===== config.mk =====
export PLATFORM = sky130hd
export DESIGN_NAME = wbu
export DESIGN_NICKNAME = d
export VERILOG_FILES = /design/src/rtl/npc_pkg.sv /design/src/rtl/wbu_scoreboard.sv /design/src/rtl/wbu.sv
export SDC_FILE = /design/constraint.sdc
export NUM_CORES = 1
export LEC_CHECK = 0
export BUFFER_PORTS_ARGS = -buffer_cell sky130_fd_sc_hd__buf_2
export CAP_MARGIN = 10
export CORE_MARGIN = 2
export CORE_UTILIZATION = 35
export DETAILED_ROUTE_END_ITERATION = 12
export SETUP_SLACK_MARGIN = 0.02
export SYNTH_ARGS = -nofsm -noshare
export SYNTH_HDL_FRONTEND = slang
export SYNTH_SLANG_ARGS = --single-unit

===== constraint.sdc =====
create_clock -name clk -period 1.94 [get_ports clk]
set_input_delay 0 -clock clk [delete_from_list [all_inputs] [get_ports clk]]
set_output_delay 0 -clock clk [all_outputs]
set_load 0.005 [all_outputs]

===== src/rtl/npc_pkg.sv =====
// Shared definitions for the integer write-back path: default widths,
// the hard-wired zero register index and a write-request record.
package npc_pkg;

    localparam int NPC_ADDR_WIDTH = 5;
    localparam int NPC_DATA_WIDTH = 32;

    // x0 is hard-wired to zero: never written, never busy.
    localparam int X0_IDX = 0;

    // One register-file write request at the default widths.
    typedef struct packed {
        logic [NPC_ADDR_WIDTH-1:0] rd;
        logic [NPC_DATA_WIDTH-1:0] data;
    } wb_req_t;

endpackage


===== src/rtl/wbu_scoreboard.sv =====
// Per-register busy scoreboard. A register becomes busy when an instruction
// targeting it issues and stays busy until its register-file write has
// been performed. Queries are combinational with no write bypass.
module wbu_scoreboard
    import npc_pkg::*;
#(
    parameter int ADDR_WIDTH = NPC_ADDR_WIDTH
) (
    input  logic                  clk,
    input  logic                  rst,
    input  logic                  set_en,
    input  logic [ADDR_WIDTH-1:0] set_idx,
    input  logic                  clr_en,
    input  logic [ADDR_WIDTH-1:0] clr_idx,
    input  logic [ADDR_WIDTH-1:0] chk_rs1,
    input  logic [ADDR_WIDTH-1:0] chk_rs2,
    output logic                  rs1_busy,
    output logic                  rs2_busy
);

    localparam int NREGS = 2 ** ADDR_WIDTH;

    logic [NREGS-1:0] busy_q;
    logic [NREGS-1:0] busy_d;

    // Per-register next state: x0 is constant zero, otherwise a set in the
    // same cycle as a clear of the same index keeps the register busy.
    for (genvar gi = 0; gi < NREGS; gi++) begin : g_busy
        if (gi == X0_IDX) begin : g_x0
            assign busy_d[gi] = 1'b0;
        end else begin : g_reg
            logic set_hit;
            logic clr_hit;
            assign set_hit    = set_en && (set_idx == ADDR_WIDTH'(gi));
            assign clr_hit    = clr_en && (clr_idx == ADDR_WIDTH'(gi));
            assign busy_d[gi] = set_hit || (busy_q[gi] && !clr_hit);
        end
    end

    // Busy vector register, cleared by reset.
    always_ff @(posedge clk) begin
        if (rst) begin
            busy_q <= '0;
        end else begin
            busy_q <= busy_d;
        end
    end

    assign rs1_busy = busy_q[chk_rs1];
    assign rs2_busy = busy_q[chk_rs2];

endmodule


===== src/rtl/wbu.sv =====
// Write-back unit: arbitrates load returns, a one-entry pending buffer and
// ALU results onto the single register-file write port, and tracks
// outstanding writes in a busy scoreboard for decode hazard checks.
module wbu
    import npc_pkg::*;
#(
    parameter int ADDR_WIDTH = NPC_ADDR_WIDTH,
    parameter int DATA_WIDTH = NPC_DATA_WIDTH
) (
    input  logic                  clk,
    input  logic                  rst,
    input  logic                  iss_valid,
    input  logic [ADDR_WIDTH-1:0] iss_rd,
    input  logic                  in_valid,
    output logic                  in_ready,
    input  logic                  in_wen,
    input  logic [ADDR_WIDTH-1:0] in_rd,
    input  logic [DATA_WIDTH-1:0] in_data,
    input  logic                  ld_valid,
    input  logic [ADDR_WIDTH-1:0] ld_rd,
    input  logic [DATA_WIDTH-1:0] ld_data,
    input  logic [ADDR_WIDTH-1:0] chk_rs1,
    input  logic [ADDR_WIDTH-1:0] chk_rs2,
    output logic                  rs1_busy,
    output logic                  rs2_busy,
    output logic                  rf_wen,
    output logic [ADDR_WIDTH-1:0] rf_waddr,
    output logic [DATA_WIDTH-1:0] rf_wdata
);

    localparam logic [ADDR_WIDTH-1:0] X0 = ADDR_WIDTH'(X0_IDX);

    // Local request record sized to this instance's parameters.
    typedef struct packed {
        logic [ADDR_WIDTH-1:0] rd;
        logic [DATA_WIDTH-1:0] data;
    } req_t;

    req_t                  pend_q;
    logic                  pend_v_q;
    logic                  rf_wen_q;
    logic [ADDR_WIDTH-1:0] rf_waddr_q;
    logic [DATA_WIDTH-1:0] rf_wdata_q;

    logic alu_req;
    logic ld_req;

    // The pending buffer is the only source of backpressure.
    assign in_ready = !pend_v_q && !rst;

    // Beats that do not write (in_wen low or rd = x0) are simply consumed.
    assign alu_req = in_valid && in_ready && in_wen && (in_rd != X0);
    assign ld_req  = ld_valid && (ld_rd != X0);

    // Write-slot arbitration (load > pending > ALU) and pending buffer.
    // A load cannot be stalled, so a colliding ALU result is parked.
    always_ff @(posedge clk) begin
        if (rst) begin
            pend_v_q   <= 1'b0;
            pend_q     <= '0;
            rf_wen_q   <= 1'b0;
            rf_waddr_q <= '0;
            rf_wdata_q <= '0;
        end else begin
            rf_wen_q <= ld_req || pend_v_q || alu_req;
            if (ld_req) begin
                rf_waddr_q <= ld_rd;
                rf_wdata_q <= ld_data;
                if (alu_req) begin
                    pend_q.rd   <= in_rd;
                    pend_q.data <= in_data;
                    pend_v_q    <= 1'b1;
                end
            end else if (pend_v_q) begin
                rf_waddr_q <= pend_q.rd;
                rf_wdata_q <= pend_q.data;
                pend_v_q   <= 1'b0;
            end else if (alu_req) begin
                rf_waddr_q <= in_rd;
                rf_wdata_q <= in_data;
            end
        end
    end

    assign rf_wen   = rf_wen_q;
    assign rf_waddr = rf_waddr_q;
    assign rf_wdata = rf_wdata_q;

    // Busy tracking: set on issue, cleared once the write has gone out.
    wbu_scoreboard #(
        .ADDR_WIDTH(ADDR_WIDTH)
    ) u_scoreboard (
        .clk     (clk),
        .rst     (rst),
        .set_en  (iss_valid && (iss_rd != X0)),
        .set_idx (iss_rd),
        .clr_en  (rf_wen_q),
        .clr_idx (rf_waddr_q),
        .chk_rs1 (chk_rs1),
        .chk_rs2 (chk_rs2),
        .rs1_busy(rs1_busy),
        .rs2_busy(rs2_busy)
    );

endmodule


==> impl_metrics.json <==
{
  "slew_viol_final": 0,
  "r2r_start": "pend_v_q$_SDFFE_PP0P_",
  "worstPathArrival_ns": 1.95,
  "period_needed_ns": 1.95,
  "track_usage_pct": 20.9,
  "initial_core_util_pct": 36.0,
  "clockBufferDepth": 2,
  "num_rows": 47,
  "outcome": "finished with violations",
  "ys_ff_latch": 107,
  "cts.sinks": 107,
  "power_mw": 5.10,
  "vias": 6054,
  "synth_xor_area_share_pct": 0,
  "whs_path_depth": 3,
  "instances_no_fill": 1097,
  "cts_tree": "built",
  "fp.dieH_um": 135,
  "post_drt_wl_per_cell_um": 17.3,
  "async_flop_share_pct": 0,
  "required_ns": 1.94,
  "worst_slew_pin_slew_ns": 0.693,
  "vias_per_cell": 5.52,
  "grt_max_degree": 58,
  "start_kind": "flip-flop",
  "root_buffer": "clkbuf_16",
  "hold_viol_final": 0,
  "drive_gt1_share_pct": 25.5,
  "powerDensity_mw_per_mm2": 678,
  "nets": 967,
  "max_clock_freq_mhz": 512,
  "cp.depth": 5,
  "rsz0062_at_grt": "yes",
  "synthAdderAreaFrac_pct": 0,
  "maxSlewHeadroom_pct": 53.8,
  "num_antenna_cells": 0,
  "clk_latency_ns": 0.36,
  "setup_viol": 2,
  "r2r-end": "rf_waddr[1]$_SDFFE_PP0P_",
  "place.gp.congestion": 0.802,
  "drc": 0,
  "ant_nets": 0,
  "yosys_warnings": 0,
  "htreeDepth": 3,
  "reg2reg_depth": 5,
  "fp.dieW_um": 135,
  "min_from": "ld_rd[0]",
  "irDropWorstVdd_uv": 497,
  "overflow": 0,
  "crit_buf_inv": 1,
  "fin_crit_sh_pct": 101,
  "whs_ns": 0.0164,
  "place_inst": 1043,
  "cts_buffers": 9,
  "drt-total-wl_um": 19000,
  "cpMaxStageDelayCell": "mux4_2",
  "io_buffers": 135,
  "crit_path_cell_trace": "mux4_2, nand3b_1, nand4_1, or4_1, buf_2",
  "synth_nets": 826,
  "crit_family": "simple AND/OR/NAND/NOR gates",
  "clk_pin_slew_ns": 0.07,
  "seq_area_frac_synth_pct": 35.7,
  "criticalPathCategory": "reg -> out",
  "leakage_nw": 2.74,
  "synth.area.mux_share_pct": 11.7,
  "grt_pass1_vias": 5803,
  "regToRegSetupSlack_ns": 0.28,
  "synth_edf_count": 0,
  "maxCapViolations": 0,
  "yosys.area_share.simple_pct": 21.8,
  "min-delay-path-class": "in -> reg",
  "netlist_instances": 731,
  "setup_tns_ns": -0.0229,
  "postSynthAreaPerCell_um2": 8.20,
  "synth.distinct_cells": 46,
  "path_max_fanout": 3,
  "synth_ff_type": "dfxtp_1",
  "antenna_found_initial": 0,
  "min_to": "rf_waddr[0]$_SDFFE_PP0P_",
  "syn_area_mm2": 0.00599,
  "cp_slowest_stage_delay_ns": 0.47,
  "setup_ws_ns": -0.0125,
  "place_hpwl_um": 13100,
  "skew_ns": 0.00587,
  "synth_top_family_by_area": "compound AO/OA/AOI/OAI gates",
  "synth_compound_area_share_pct": 24.6,
  "firstDrtPassIters": 5,
  "coreArea_mm2": 0.0166,
  "dr.first_iter.drc_count": 534,
  "grt_pass1_wl_um": 30100,
  "area_growth_pct": 25.4,
  "dieArea_mm2": 0.0182,
  "violations": "setup timing",
  "num_io_pins": 136,
  "end_kind": "output port"
}
[tightest hold or removal path, cell delays in order]
cell     delay, ns
buf_2         0.13
nor2_1        0.11
o32ai_1       0.09
[repair_timing]
| action | 4_1_cts | 5_1_grt |
|---|---|---|
| pin swaps | 7 | 1 |
| endpoints found under the setup margin | 2 | 2 |
| setup buffers | 0 | 1 |
| hold endpoints to repair | 37 | 0 |
| resized for setup | 24 | 9 |
| hold buffers | 37 | 0 |
[cells by family after synthesis]
| logic type | Yosys count |
|---|---|
| compound gates | 259 |
| simple gates | 242 |
| flops | 107 |
| buf+inv | 75 |
| mux | 48 |
[registers in the layout, indices dropped and copies added, names as in the netlist]
signal and count:
rf_waddr 5, pend_v_q 1, pend_q 37, rf_wdata 32, rf_wen 1, u_scoreboard.busy_q 31
[worst max path at each step]
stage / startpoint / endpoint / slack, ns
2_1_floorplan: pend_v_q$_SDFFE_PP0P_ / rf_wdata[10]$_SDFFE_PP0P_ / 0.40
3_3_place_gp: pend_v_q$_SDFFE_PP0P_ / rf_waddr[1]$_SDFFE_PP0P_ / 0.29
3_5_place_dp: ld_rd[2] / pend_q[2]$_SDFFE_PP0P_ / 0.24
4_1_cts: u_scoreboard.busy_q[22]$_SDFF_PP0_ / rs1_busy / -0.02
5_1_grt: u_scoreboard.busy_q[23]$_SDFF_PP0_ / rs2_busy / -0.09
6_report: u_scoreboard.busy_q[8]$_SDFF_PP0_ / rs2_busy / -0.01
[power breakdown]
group / internal, mW / switching [mW] / leakage, nW
clock network: 0.938 / 0.845 / 0.135
registers: 2.29 / 0.0788 / 0.882
logic: 0.417 / 0.522 / 1.73
total: 3.65 / 1.45 / 2.74
[stage by stage]
step	instance area [um^2]	utilization [%]	setup slack (ns)
floorplan	5990	-	0.401
global placement	6850	41.2	0.288
detailed placement	6850	41.2	0.241
CTS	7490	45.0	-0.0209
global route	7510	45.2	-0.0882
finish	7510	45.2	-0.0125
[cell usage after synthesis (all sizes together) (5+ instances only)]
library cell	count	area [um^2]
mux4	14	360
mux2i	32	320
dfxtp	107	2140
o32ai	5	43.8
nand2b	12	75.1
nor2	11	41.3
buf	30	196
nand4	5	31.3
a211oi	6	45.0
a21oi	101	505
clkbuf	41	156
o21ai	104	536
nand3	105	526
o211ai	33	262
nor2b	42	263
nand2	37	139
[layout make-up]
| type | count | area (um^2) |
|---|---|---|
| clock inverters | 4 | 25.0 |
| clock buffers | 12 | 256 |
| inverters | 4 | 15.0 |
| well taps | 220 | 275 |
| repair buffers | 201 | 1290 |
| flip-flops and latches | 107 | 2160 |
| multi-input cells | 549 | 3490 |
| fillers | 1710 | 9130 |
[placed cells by master (no fill, tap or decap), types with 3 or more instances in the layout]
cell | Yosys | final
nand4b_1 | 4 | 4
o21ai_1 | 12 | 11
nor2b_1 | 42 | 42
nand2_1 | 37 | 37
nor2_1 | 11 | 11
dfxtp_2 | 0 | 18
nand4_1 | 5 | 5
nor3_1 | 3 | 3
dlygate4sd3_1 | 0 | 37
a21oi_1 | 101 | 100
clkbuf_16 | 0 | 9
and3b_1 | 3 | 3
a211oi_1 | 6 | 6
o21ai_0 | 90 | 90
inv_1 | 4 | 3
buf_4 | 0 | 28
o32ai_1 | 5 | 5
o211ai_1 | 32 | 32
mux4_2 | 2 | 12
nor3b_1 | 4 | 4
buf_2 | 19 | 134
nand3_1 | 105 | 104
dfxtp_1 | 107 | 89
nand2b_1 | 12 | 12
mux2i_1 | 32 | 32
[metal layers]
metal / part of all wire [%] / track usage, %
met1: 45 / 28.4
met2: 49 / 34.4
met3: 4.7 / 3.42
met4: 0.93 / 5.61
met5: 0 / 0
No activity file was read; power rests on OpenSTA's default activity.
